$ cat config.mk
export PLATFORM = sky130hd
export DESIGN_NAME = audio_out_i2s
export DESIGN_NICKNAME = d
export VERILOG_FILES = /design/src/rtl/audio_out_pkg.sv /design/src/rtl/audio_out_i2s_sample_fifo.sv /design/src/rtl/audio_out_i2s.sv
export SDC_FILE = /design/constraint.sdc
export NUM_CORES = 2
export LEC_CHECK = 0
export BUFFER_PORTS_ARGS = -buffer_cell sky130_fd_sc_hd__buf_4
export CAP_MARGIN = 20
export CORE_MARGIN = 2
export CORE_UTILIZATION = 30
export CTS_CLUSTER_SIZE = 25
export DETAILED_ROUTE_END_ITERATION = 12
export GPL_TIMING_DRIVEN = 0
export HOLD_SLACK_MARGIN = 0.03
export PLACE_DENSITY_LB_ADDON = 0.1
export SYNTH_ARGS = -nofsm -noshare
export SYNTH_HDL_FRONTEND = slang
export SYNTH_HIERARCHICAL = 1
export SYNTH_SLANG_ARGS = --single-unit
$ cat constraint.sdc
create_clock -name clk -period 4.7 [get_ports clk]
set_input_delay 1.175 -clock clk [delete_from_list [all_inputs] [get_ports clk]]
set_output_delay 1.175 -clock clk [all_outputs]
set_load 0.01 [all_outputs]
$ cat src/rtl/audio_out_pkg.sv
`default_nettype none
// ============================================================================
// Module      : audio_out_pkg
// Description : Shared definitions for the audio_out_i2s block.
//               - Register map addresses.
//               - CTRL and STATUS bit positions.
//               - Serializer state encoding.
// Revision    : 1.0 - initial release
// ============================================================================
package audio_out_pkg;

    // Register map (word addresses on the Avalon-MM slave)
    localparam logic [1:0] REG_DATA   = 2'd0;
    localparam logic [1:0] REG_STATUS = 2'd1;
    localparam logic [1:0] REG_CTRL   = 2'd2;
    localparam logic [1:0] REG_THRESH = 2'd3;

    // CTRL bit positions
    localparam int CTRL_ENABLE_BIT = 0;
    localparam int CTRL_IRQ_EN_BIT = 1;
    localparam int CTRL_CLEAR_BIT  = 2;
    localparam int CTRL_ATTEN_LSB  = 4;
    localparam int CTRL_ATTEN_MSB  = 7;

    // STATUS bit positions (level occupies [15:0])
    localparam int STAT_EMPTY_BIT    = 16;
    localparam int STAT_FULL_BIT     = 17;
    localparam int STAT_UNDERRUN_BIT = 18;
    localparam int STAT_OVERFLOW_BIT = 19;

    typedef enum logic [0:0] {
        IDLE = 1'b0,
        RUN  = 1'b1
    } serializer_state_t;

endpackage
`default_nettype wire

$ cat src/rtl/audio_out_i2s_sample_fifo.sv
`default_nettype none
// ============================================================================
// Module      : sample_fifo
// Description : Synchronous single-clock show-ahead FIFO.
//               - A push is accepted only while not full.
//               - A pop is honoured only while not empty.
//               - A push and a pop in the same cycle both take effect.
// Ports       : clk, rst       - clock, synchronous active-high reset
//               i_push/i_wdata - write strobe and data
//               i_pop          - read strobe (o_rdata is the head entry)
//               o_full/o_empty - occupancy flags
//               o_level        - entry count, 0..DEPTH inclusive
// Revision    : 1.0 - initial release
// ============================================================================
module sample_fifo #(
    parameter int WIDTH = 16,
    parameter int DEPTH = 256
) (
    input  logic                         clk,
    input  logic                         rst,
    input  logic                         i_push,
    input  logic [WIDTH-1:0]             i_wdata,
    input  logic                         i_pop,
    output logic [WIDTH-1:0]             o_rdata,
    output logic                         o_full,
    output logic                         o_empty,
    output logic [$clog2(DEPTH+1)-1:0]   o_level
);

    localparam int c_addr_w  = (DEPTH > 1) ? $clog2(DEPTH) : 1;
    localparam int c_level_w = $clog2(DEPTH + 1);
    localparam logic [c_level_w-1:0] c_level_full = c_level_w'(DEPTH);

    logic [WIDTH-1:0]     r_mem [DEPTH];
    logic [c_addr_w-1:0]  r_wr_ptr;
    logic [c_addr_w-1:0]  r_rd_ptr;
    logic [c_level_w-1:0] r_level;
    logic                 w_do_push;
    logic                 w_do_pop;

    assign o_full    = (r_level == c_level_full);
    assign o_empty   = (r_level == '0);
    assign o_level   = r_level;
    assign o_rdata   = r_mem[r_rd_ptr];
    assign w_do_push = i_push & ~o_full;
    assign w_do_pop  = i_pop & ~o_empty;

    // Storage carries no reset; only the pointers define validity.
    always_ff @(posedge clk) begin
        if (w_do_push) begin
            r_mem[r_wr_ptr] <= i_wdata;
        end
    end

    always_ff @(posedge clk) begin
        if (rst) begin
            r_wr_ptr <= '0;
            r_rd_ptr <= '0;
            r_level  <= '0;
        end else begin
            // DEPTH is a power of two, so pointers wrap naturally.
            if (w_do_push) begin
                r_wr_ptr <= r_wr_ptr + 1'b1;
            end
            if (w_do_pop) begin
                r_rd_ptr <= r_rd_ptr + 1'b1;
            end
            case ({w_do_push, w_do_pop})
                2'b10:   r_level <= r_level + 1'b1;
                2'b01:   r_level <= r_level - 1'b1;
                default: r_level <= r_level;
            endcase
        end
    end

endmodule
`default_nettype wire

$ cat src/rtl/audio_out_i2s.sv
`default_nettype none
// ============================================================================
// Module      : audio_out_i2s
// Description : Avalon-MM sample FIFO feeding an I2S serializer (WM8731 DAC).
//               Software pushes interleaved L/R samples (left first).
//               BCLK/LRCK are derived from clk. A level-high IRQ flags
//               low-water, underrun and overflow.
// Ports       : clk, reset              - system clock, sync active-high reset
//               chipselect/write/read   - Avalon-MM strobes
//               address, writedata      - register select, write data
//               readdata                - registered read data (1-cycle latency)
//               irq                     - interrupt, level-high
//               aud_bclk/aud_daclrck/aud_dacdat - I2S conduit
// Options     : AUDIO_OUT_VOLUME_EN - when defined, CTRL[7:4] is an
//               arithmetic right-shift attenuation applied at sample load.
// Revision    : 1.0 - initial release
// ============================================================================
module audio_out_i2s
    import audio_out_pkg::*;
#(
    parameter int SAMPLE_W = 16,
    parameter int SLOT_W   = 32,
    parameter int DEPTH    = 256,
    parameter int BCLK_DIV = 16
) (
    input  logic        clk,
    input  logic        reset,
    input  logic        chipselect,
    input  logic        write,
    input  logic        read,
    input  logic [1:0]  address,
    input  logic [31:0] writedata,
    output logic [31:0] readdata,
    output logic        irq,
    output logic        aud_bclk,
    output logic        aud_daclrck,
    output logic        aud_dacdat
);

    localparam int c_level_w = $clog2(DEPTH + 1);
    localparam int c_div_w   = $clog2(BCLK_DIV);
    localparam int c_bit_w   = $clog2(SLOT_W);
    localparam int c_pad_w   = SLOT_W - SAMPLE_W;
    localparam logic [c_div_w-1:0] c_div_last = c_div_w'(BCLK_DIV - 1);
    localparam logic [c_bit_w-1:0] c_bit_last = c_bit_w'(SLOT_W - 1);

    // ---------------------------------------------------------------- bus
    logic        w_wr_en;
    logic        w_rd_en;
    logic        w_push;
    logic        w_ctrl_wr;
    logic        w_thresh_wr;
    logic [31:0] w_rdata;
    logic        w_unused;

    logic        r_enable;
    logic        r_irq_en;
    logic [15:0] r_thresh;
    logic        r_underrun;
    logic        r_overflow;
    logic        r_irq;
    logic [31:0] r_readdata;
    logic [3:0]  w_atten;

    // ---------------------------------------------------------------- fifo
    logic [SAMPLE_W-1:0]  w_fifo_rdata;
    logic                 w_fifo_full;
    logic                 w_fifo_empty;
    logic [c_level_w-1:0] w_fifo_level;
    logic [15:0]          w_level16;
    logic                 w_pop;

    // ---------------------------------------------------------- serializer
    serializer_state_t    r_state;
    logic [c_div_w-1:0]   r_div_cnt;
    logic [c_bit_w-1:0]   r_bit_cnt;
    logic                 r_bclk;
    logic                 r_lrck;
    logic                 r_dacdat;
    logic [SLOT_W-1:0]    r_shift;
    logic                 w_bclk_fall;
    logic                 w_slot_start;
    logic [SAMPLE_W-1:0]  w_sample;
    logic [SAMPLE_W-1:0]  w_scaled;
    logic [SLOT_W-1:0]    w_load;

    assign w_wr_en     = chipselect & write;
    assign w_rd_en     = chipselect & read;
    assign w_push      = w_wr_en & (address == REG_DATA);
    assign w_ctrl_wr   = w_wr_en & (address == REG_CTRL);
    assign w_thresh_wr = w_wr_en & (address == REG_THRESH);
    // Only a subset of writedata bits is mapped in any configuration.
    assign w_unused    = ^writedata;

    sample_fifo #(
        .WIDTH (SAMPLE_W),
        .DEPTH (DEPTH)
    ) u_fifo (
        .clk     (clk),
        .rst     (reset),
        .i_push  (w_push),
        .i_wdata (writedata[SAMPLE_W-1:0]),
        .i_pop   (w_pop),
        .o_rdata (w_fifo_rdata),
        .o_full  (w_fifo_full),
        .o_empty (w_fifo_empty),
        .o_level (w_fifo_level)
    );

    assign w_level16 = 16'(w_fifo_level);

    // bclk_fall coincides with the clk edge that drives aud_bclk 1->0.
    assign w_bclk_fall  = (r_state == RUN) & (r_div_cnt == c_div_last) & r_bclk;
    assign w_slot_start = w_bclk_fall & (r_bit_cnt == '0);
    assign w_pop        = w_slot_start & ~w_fifo_empty;
    // An empty FIFO at slot start serializes silence.
    assign w_sample     = w_fifo_empty ? '0 : w_fifo_rdata;

`ifdef AUDIO_OUT_VOLUME_EN
    logic [3:0] r_atten;

    always_ff @(posedge clk) begin
        if (reset) begin
            r_atten <= '0;
        end else if (w_ctrl_wr) begin
            r_atten <= writedata[CTRL_ATTEN_MSB:CTRL_ATTEN_LSB];
        end
    end

    assign w_atten  = r_atten;
    assign w_scaled = $signed(w_sample) >>> r_atten;
`else
    assign w_atten  = 4'd0;
    assign w_scaled = w_sample;
`endif

    // MSB-aligned within the slot, low bits zero-padded.
    assign w_load = {w_scaled, {c_pad_w{1'b0}}};

    // ------------------------------------------------------ register read
    always_comb begin
        w_rdata = '0;
        case (address)
            REG_STATUS: begin
                w_rdata[15:0]              = w_level16;
                w_rdata[STAT_EMPTY_BIT]    = w_fifo_empty;
                w_rdata[STAT_FULL_BIT]     = w_fifo_full;
                w_rdata[STAT_UNDERRUN_BIT] = r_underrun;
                w_rdata[STAT_OVERFLOW_BIT] = r_overflow;
            end
            REG_CTRL: begin
                w_rdata[CTRL_ENABLE_BIT]               = r_enable;
                w_rdata[CTRL_IRQ_EN_BIT]               = r_irq_en;
                w_rdata[CTRL_ATTEN_MSB:CTRL_ATTEN_LSB] = w_atten;
            end
            REG_THRESH: begin
                w_rdata[15:0] = r_thresh;
            end
            default: begin
                w_rdata = '0;
            end
        endcase
    end

    // ------------------------------------------ control, flags, irq, read
    always_ff @(posedge clk) begin
        if (reset) begin
            r_enable   <= 1'b0;
            r_irq_en   <= 1'b0;
            r_thresh   <= 16'(DEPTH / 2);
            r_underrun <= 1'b0;
            r_overflow <= 1'b0;
            r_irq      <= 1'b0;
            r_readdata <= '0;
        end else begin
            if (w_ctrl_wr) begin
                r_enable <= writedata[CTRL_ENABLE_BIT];
                r_irq_en <= writedata[CTRL_IRQ_EN_BIT];
            end
            if (w_thresh_wr) begin
                r_thresh <= writedata[15:0];
            end
            // A new event in the clearing cycle is kept, so none is lost.
            if (w_ctrl_wr && writedata[CTRL_CLEAR_BIT]) begin
                r_underrun <= 1'b0;
                r_overflow <= 1'b0;
            end
            if (w_slot_start && w_fifo_empty) begin
                r_underrun <= 1'b1;
            end
            if (w_push && w_fifo_full) begin
                r_overflow <= 1'b1;
            end
            r_irq <= r_irq_en & ((r_enable & (w_level16 < r_thresh)) |
                                 r_underrun | r_overflow);
            if (w_rd_en) begin
                r_readdata <= w_rdata;
            end
        end
    end

    // ------------------------------------------------------- serializer
    // Data changes on bclk_fall so the DAC sees it stable at the BCLK rise.
    // The load at bit 0 lands one BCLK after the LRCK edge (I2S delay).
    always_ff @(posedge clk) begin
        if (reset) begin
            r_state   <= IDLE;
            r_div_cnt <= '0;
            r_bit_cnt <= '0;
            r_bclk    <= 1'b0;
            r_lrck    <= 1'b0;
            r_dacdat  <= 1'b0;
            r_shift   <= '0;
        end else begin
            case (r_state)
                IDLE: begin
                    r_div_cnt <= '0;
                    r_bit_cnt <= '0;
                    r_bclk    <= 1'b0;
                    r_lrck    <= 1'b0;
                    r_dacdat  <= 1'b0;
                    r_shift   <= '0;
                    if (r_enable) begin
                        r_state <= RUN;
                    end
                end
                RUN: begin
                    if (r_div_cnt == c_div_last) begin
                        r_div_cnt <= '0;
                        r_bclk    <= ~r_bclk;
                    end else begin
                        r_div_cnt <= r_div_cnt + 1'b1;
                    end
                    if (w_bclk_fall) begin
                        if (r_bit_cnt == '0) begin
                            r_dacdat <= w_load[SLOT_W-1];
                            r_shift  <= w_load << 1;
                        end else begin
                            r_dacdat <= r_shift[SLOT_W-1];
                            r_shift  <= r_shift << 1;
                        end
                        if (r_bit_cnt == c_bit_last) begin
                            r_bit_cnt <= '0;
                            if (r_enable) begin
                                r_lrck <= ~r_lrck;
                            end else begin
                                // Disable takes effect only on a slot boundary.
                                r_state   <= IDLE;
                                r_div_cnt <= '0;
                                r_bclk    <= 1'b0;
                                r_lrck    <= 1'b0;
                                r_dacdat  <= 1'b0;
                                r_shift   <= '0;
                            end
                        end else begin
                            r_bit_cnt <= r_bit_cnt + 1'b1;
                        end
                    end
                end
                default: begin
                    r_state <= IDLE;
                end
            endcase
        end
    end

    assign readdata    = r_readdata;
    assign irq         = r_irq;
    assign aud_bclk    = r_bclk;
    assign aud_daclrck = r_lrck;
    assign aud_dacdat  = r_dacdat;

endmodule
`default_nettype wire

# After elaboration in Yosys (flattened, before gate mapping)

Memories as Yosys holds them, arrays and structs flattened. A register that Yosys moved wholly into a read port is not among the register bits.
Index checks and enable logic that the tools add are counted.

Memories kept: 1
Bits in writable memories: 4096
Output and inout port bits: 36
Flip-flop bits (word level): 111

Memories:

| name         | depth | width | read ports | clocked after memory_dff | write ports | RTL line                        | text |
|---|---|---|---|---|---|---|---|
| u_fifo.r_mem | 256   | 16    | 1          | 1                        | 1           | audio_out_i2s_sample_fifo.sv:34 | `logic [WIDTH-1:0] r_mem [DEPTH];` |

Multiplexer cells: 45
Eq/ne operators: 10
Bitwise logic cells: 20
Add/subtract/negate cells: 6
Magnitude comparators: 1
Reduce and logical (&&, ||, !) cells: 10

Operator list:

| cell                                                               | number |
|---|---|
| 32-bit two-way mux                                                 | 4 |
| 32-bit case mux with 2 select lines                                | 1 |
| 4-bit two-way mux                                                  | 5 |
| 1-bit two-way mux                                                  | 19 |
| 9-bit case mux with 2 select lines                                 | 1 |
| 8-bit by 1-bit adder with 8-bit output, second input constant      | 2 |
| 9-bit by 16-bit less-than comparator with 1-bit output             | 1 |
| 16-bit two-way mux                                                 | 1 |
| 8-bit two-way mux                                                  | 2 |
| 4-bit case mux with 2 select lines                                 | 2 |
| 8-bit case mux with 2 select lines                                 | 1 |
| 1-bit bitwise AND                                                  | 13 |
| 5-bit two-way mux                                                  | 2 |
| 5-bit case mux with 2 select lines                                 | 1 |
| 9-bit by 1-bit adder with 9-bit output, second input constant      | 1 |
| 9-bit == test, second input constant                               | 1 |
| 9-bit logical NOT                                                  | 1 |
| 9-bit by 1-bit subtractor with 9-bit output, second input constant | 1 |
| 1-bit case mux with 2 select lines                                 | 4 |
| 2-bit == test, second input constant                               | 3 |
| 2-bit case mux with 3 select lines                                 | 1 |
| 2-bit nonzero test                                                 | 3 |
| 5-bit by 1-bit adder with 5-bit output, second input constant      | 1 |
| 5-bit == test, second input constant                               | 1 |
| other kinds (11)                                                   | 20 |

# Longest topological paths before layout

Depth after elaboration: 8
Mapped depth: 17
Gate-level depth less buffers: 15

# By module

The synthesis kept the hierarchy.

Modules (own cells, without submodules):

| module        | sequential area each (µm²) | cells each | area an instance (µm²) | times used |
|---|---|---|---|---|
| sample_fifo   | 123658.6                   | 7489       | 159261.5               | 1 |
| audio_out_i2s | 1381.3                     | 391        | 3258.1                 | 1 |

# Least setup slack after synthesis

OpenSTA, ideal clock, no wires.

Kind: input port to flip-flop
Start point: input port chipselect
End point: register u_fifo.r_level[8] (netlist: u_fifo/o_level[8])
Setup time: 64 ps
Arrival time: 4282 ps
Stages on the path: 16
Path slack: 354 ps
Data required time: 4636 ps
Path through: clkbuf_1 -> nand2_1 -> nor3_1 -> inv_1 -> a31oi_2 -> inv_1 -> ha_1 -> clkbuf_1 -> xor2_1 -> ha_1 -> and3b_1 -> a311o_1 -> o21ai_0 -> a22oi_1 -> or4b_2 -> nand4_1

Word-level cells in the longest chain between the ends: 5
Elaborated cells on any way between the ends: 7
Those cells by class: eq/ne: 2; mux: 1; bitwise: 3; reduce/logical: 1

Ends and longest elaborated chain:

| what                                                                      | RTL line                        | text |
|---|---|---|
| start, declared                                                           | audio_out_i2s.sv:28             | `input logic chipselect,` |
| 1-bit bitwise AND *                                                       | audio_out_i2s.sv:87             | `assign w_wr_en = chipselect & write;` |
| 1-bit bitwise AND *                                                       | audio_out_i2s.sv:89             | `assign w_push = w_wr_en & (address == REG_DATA);` |
| named net w_push                                                          | audio_out_i2s.sv:50             | `logic w_push;` |
| 1-bit bitwise AND *                                                       | audio_out_i2s_sample_fifo.sv:45 | `assign w_do_push = i_push & ~o_full;` |
| 2-bit by 1-bit == test with 1-bit output or 2-bit == test (tied branches) | audio_out_i2s_sample_fifo.sv:68 | `case ({w_do_push, w_do_pop})` |
| 9-bit case mux with 2 select lines or 2-bit nonzero test (tied branches)  | n/a                             |  |
| end signal, assigned                                                      | audio_out_i2s_sample_fifo.sv:69 | `2'b10: r_level <= r_level + 1'b1;` |
| end signal, assigned                                                      | audio_out_i2s_sample_fifo.sv:70 | `2'b01: r_level <= r_level - 1'b1;` |
| end signal, assigned                                                      | audio_out_i2s_sample_fifo.sv:71 | `default: r_level <= r_level;` |
| end, declared                                                             | audio_out_i2s_sample_fifo.sv:37 | `logic [c_level_w-1:0] r_level;` |

Mark *: on every way through the listed nets, which the timed path passes. The rest lies on a longest branch.
A chain may end at the register's enable or synchronous reset.

==> results.yml <==
power_and_ir_drop:
  ir_drop_uv: 379
  p_leak_uw: 0.0602
  power_density_nw_per_um2: 392
timing:
  setup_tns_ns: -19.83
  period_share_pct: 109
  layout_setup_ws_ns: -0.418
  worstMarginPinSlew_ns: 1.39
  rsz0062_at_grt: "true"
  slew_headroom_pct: 6.48
  final-setup-viol-count: 241
  worst_clock_skew_ns: 0.0680
  hold_violations: 0
  slew_viol_final: 0
  fmax_ghz: 0.195
  period_needed_ns: 5.12
  holdWs_ns: 0.408
placement:
  place_ws_ns: -2.86
  hpwl_um: 557000
  placement.io_buffers: 45
  gp_congestion: 0.959
  dpl_cell_area_um2: 180000
clocking:
  clockBufferDepth: 4
  htreeDepth: 5
  insertion_delay_ns: 1.12
  clkTransAtPathRegs_ns: 0.06
  cts_tree: "yes"
  clkSinkCount: 4198
  numCtsBuffers: 456
  root_buffer: "clkbuf_16"
cells_and_area:
  nets: 8989
  final_area_um2: 199000
  num-fill-cells: 49500
  area_delta_synth_final_pct: 22.7
  drive_gt1_share_pct: 29.9
job:
  maxCapViolCount: 0
status:
  violations: "negative setup slack"
  status: "complete, but fails checks"
route:
  wl_per_cell_um: 49.9
  drt-initial-drc-count: 18000
  drc: 0
  antenna_left: 0
  wirelength_um: 827000
  viasPerCell: 5.99
  dr.pass1.iters: 8
  via_count: 99200
synth:
  synth_area_leader_cell: "edfxtp_1"
  ys.warnings.count: 6
  yosysSeqAreaShare_pct: 76.9
  netlist_area_um2: 163000
  synthTopCellsByArea: "edfxtp_1, mux4_2, mux2i_1"
  synth_top_area_share_pct: 75.7
  synth_edf_count: 4096
  avgSynthCellArea_um2: 20.6
  syn_inst: 7880
  synth-seq-cells: 4198
  dominantRegCellSynth: "edfxtp_1"
  synth_cell_type_count: 78
  synth.most_common_cell: "edfxtp_1"
  async_reset_ff_share_pct: 0
  synth_common_cells: "edfxtp_1, mux4_2, mux2i_1"
global_route:
  grt_use_total_pct: 29.3
  grt_start_max_net_pins: 145
  antenna_found_initial: 118
  grt_first_pass_wirelength_um: 1020000
  overflow: 0
  grt_pass1_vias: 89700
worst_setup_path:
  cp.arrival_ns: 6.10
  crit_type: "flop to flop"
  r2r_slack_ns: -0.42
  critPathMaxFanout: 10
  critPathRequiredTime_ns: 5.68
  start_kind: "flop"
  cp-end-kind: "flop"
floorplanning:
  rows: 270
  design.portCount: 75
  placeableCoreArea_um2: 540000
  die_area_um2: 548000
  die_height_um: 740
  start_util_pct: 30.1
  dieWidth_um: 740
worst_hold_path:
  hp-class: "input pin to flop"
==> what timing repair did <==
action / CTS / global route
endpoints found under the setup margin: 2599 / 186
gates resized for setup: 750 / 51
gates cloned: 0 / 0
pin swaps: 38 / 19
hold buffers: 0 / 0
setup buffers: 148 / 43
==> final cells by class <==
class | instances | area, um2 | share of cell area (%)
Sequential cell | 4198 | 125000 | 62.7
Multi-Input combinational cell | 3188 | 36300 | 18.2
Clock buffer | 544 | 11800 | 5.94
Tap cell | 7208 | 9020 | 4.52
Timing Repair Buffer | 587 | 8470 | 4.25
Buffer | 472 | 5690 | 2.85
Clock inverter | 302 | 2790 | 1.40
Antenna cell | 51 | 128 | 0.0640
Inverter | 26 | 116 | 0.0583
==> per-stage QoR <==
stage / power, uW / instances / utilization, %
final: 78100 / 16600 / 36.9
after global routing: 79900 / 16500 / 36.9
after CTS: 78500 / 16500 / 36.8
after detailed placement: 42800 / 15500 / 33.2
after global placement: 42700 / 15100 / 31.8
after floorplan: 41900 / 7891 / -
==> placed cells by master, fill, tap and decap left out, types with 23 or more instances in the layout <==
cell type  synthesis  routed
buf_4            107     278
o221ai_1          29      27
a21oi_1          145     129
mux2i_1          622     619
nand4_1           36      36
clkbuf_16          0     465
nor2_4             0     107
clkbuf_2           0      56
buf_2             72      32
diode_2            0      51
mux2_2            27      26
buf_8             16     203
o21ai_0           97      68
nor3_1            43      28
buf_6             70      75
a22oi_1          193     183
bufinv_16          0      46
edfxtp_1        4096    4096
nor2_2             2     156
a221oi_1         121      96
nand2_1          189     178
buf_12            13     115
clkinv_2           0      99
a22o_1            54      48
clkbuf_4           2      26
nor2_1           344      83
buf_16             0     171
a211oi_1          63      50
clkbuf_1         180     166
mux4_2           721     721
clkinv_1           0     119
mux4_1            23      23
nand3_1           34      31
dfxtp_1          102      99
o22ai_1          140     131
==> per-layer routing <==
metal | track usage, % | vias to the layer above | wire length [um]
li1 | - | 35300 | -
met1 | 39.7 | 55100 | 325000
met2 | 43.3 | 7345 | 358000
met3 | 8.19 | 1452 | 94400
met4 | 14.5 | 22 | 48400
met5 | 0.236 | - | 477
==> logic make-up (layout without fill, tap and decap cells) <==
group / Yosys count / after routing / share of synthesized area [%]
compound gates: 945 / 945 / 4.08
xor+xnor: 23 / 23 / 0.124
fa+ha+maj: 21 / 21 / 0.162
buf+inv: 505 / 1931 / 2.04
flops: 4198 / 4198 / 76.9
mux: 1393 / 1393 / 14.4
other cells: 1 / 63 / 0.00231
simple gates: 794 / 794 / 2.27
==> state kept, by name, summed over array words and instances (netlist names), 4 cells and up, named ones only <==
| register | count |
|---|---|
| r_shift | 15 |
| u_fifo/o_level | 9 |
| u_fifo/r_rd_ptr | 8 |
| readdata | 20 |
| u_fifo/r_mem | 4096 |
| r_bit_cnt | 5 |
| r_div_cnt | 4 |
| r_thresh | 16 |
| u_fifo/r_wr_ptr | 8 |
==> final timing paths <==
path	start	to	cells past startpoint
hold reg to reg	r_shift[29]	r_shift[29]	2
setup / recovery	flop	r_shift[28]	11
setup reg to reg	flop	r_shift[28]	11
hold / removal	writedata[7]	u_fifo/r_mem[155][7]	1
==> report_power, final <==
part / switching [uW] / total, uW / leakage, uW / internal (uW)
clock: 15700 / 36100 / 0.00718 / 20400
sequential: 10.6 / 41100 / 0.0376 / 41100
combinational: 805 / 945 / 0.0154 / 140
total: 16500 / 78100 / 0.0602 / 61600
==> worst max-delay path: stages (launching register included) <==
cell and delay (ns):
dfxtp_4 0.41, inv_1 0.21, clkbuf_4 0.56, buf_2 0.75
o21ai_1 0.25, buf_4 0.24, a22oi_2 0.47, nand4_1 0.81
nor3_4 0.76, nand3b_1 0.17, a21o_1 0.21, a21oi_1 0.12
Note: power is estimated with default switching activity, not from simulation.
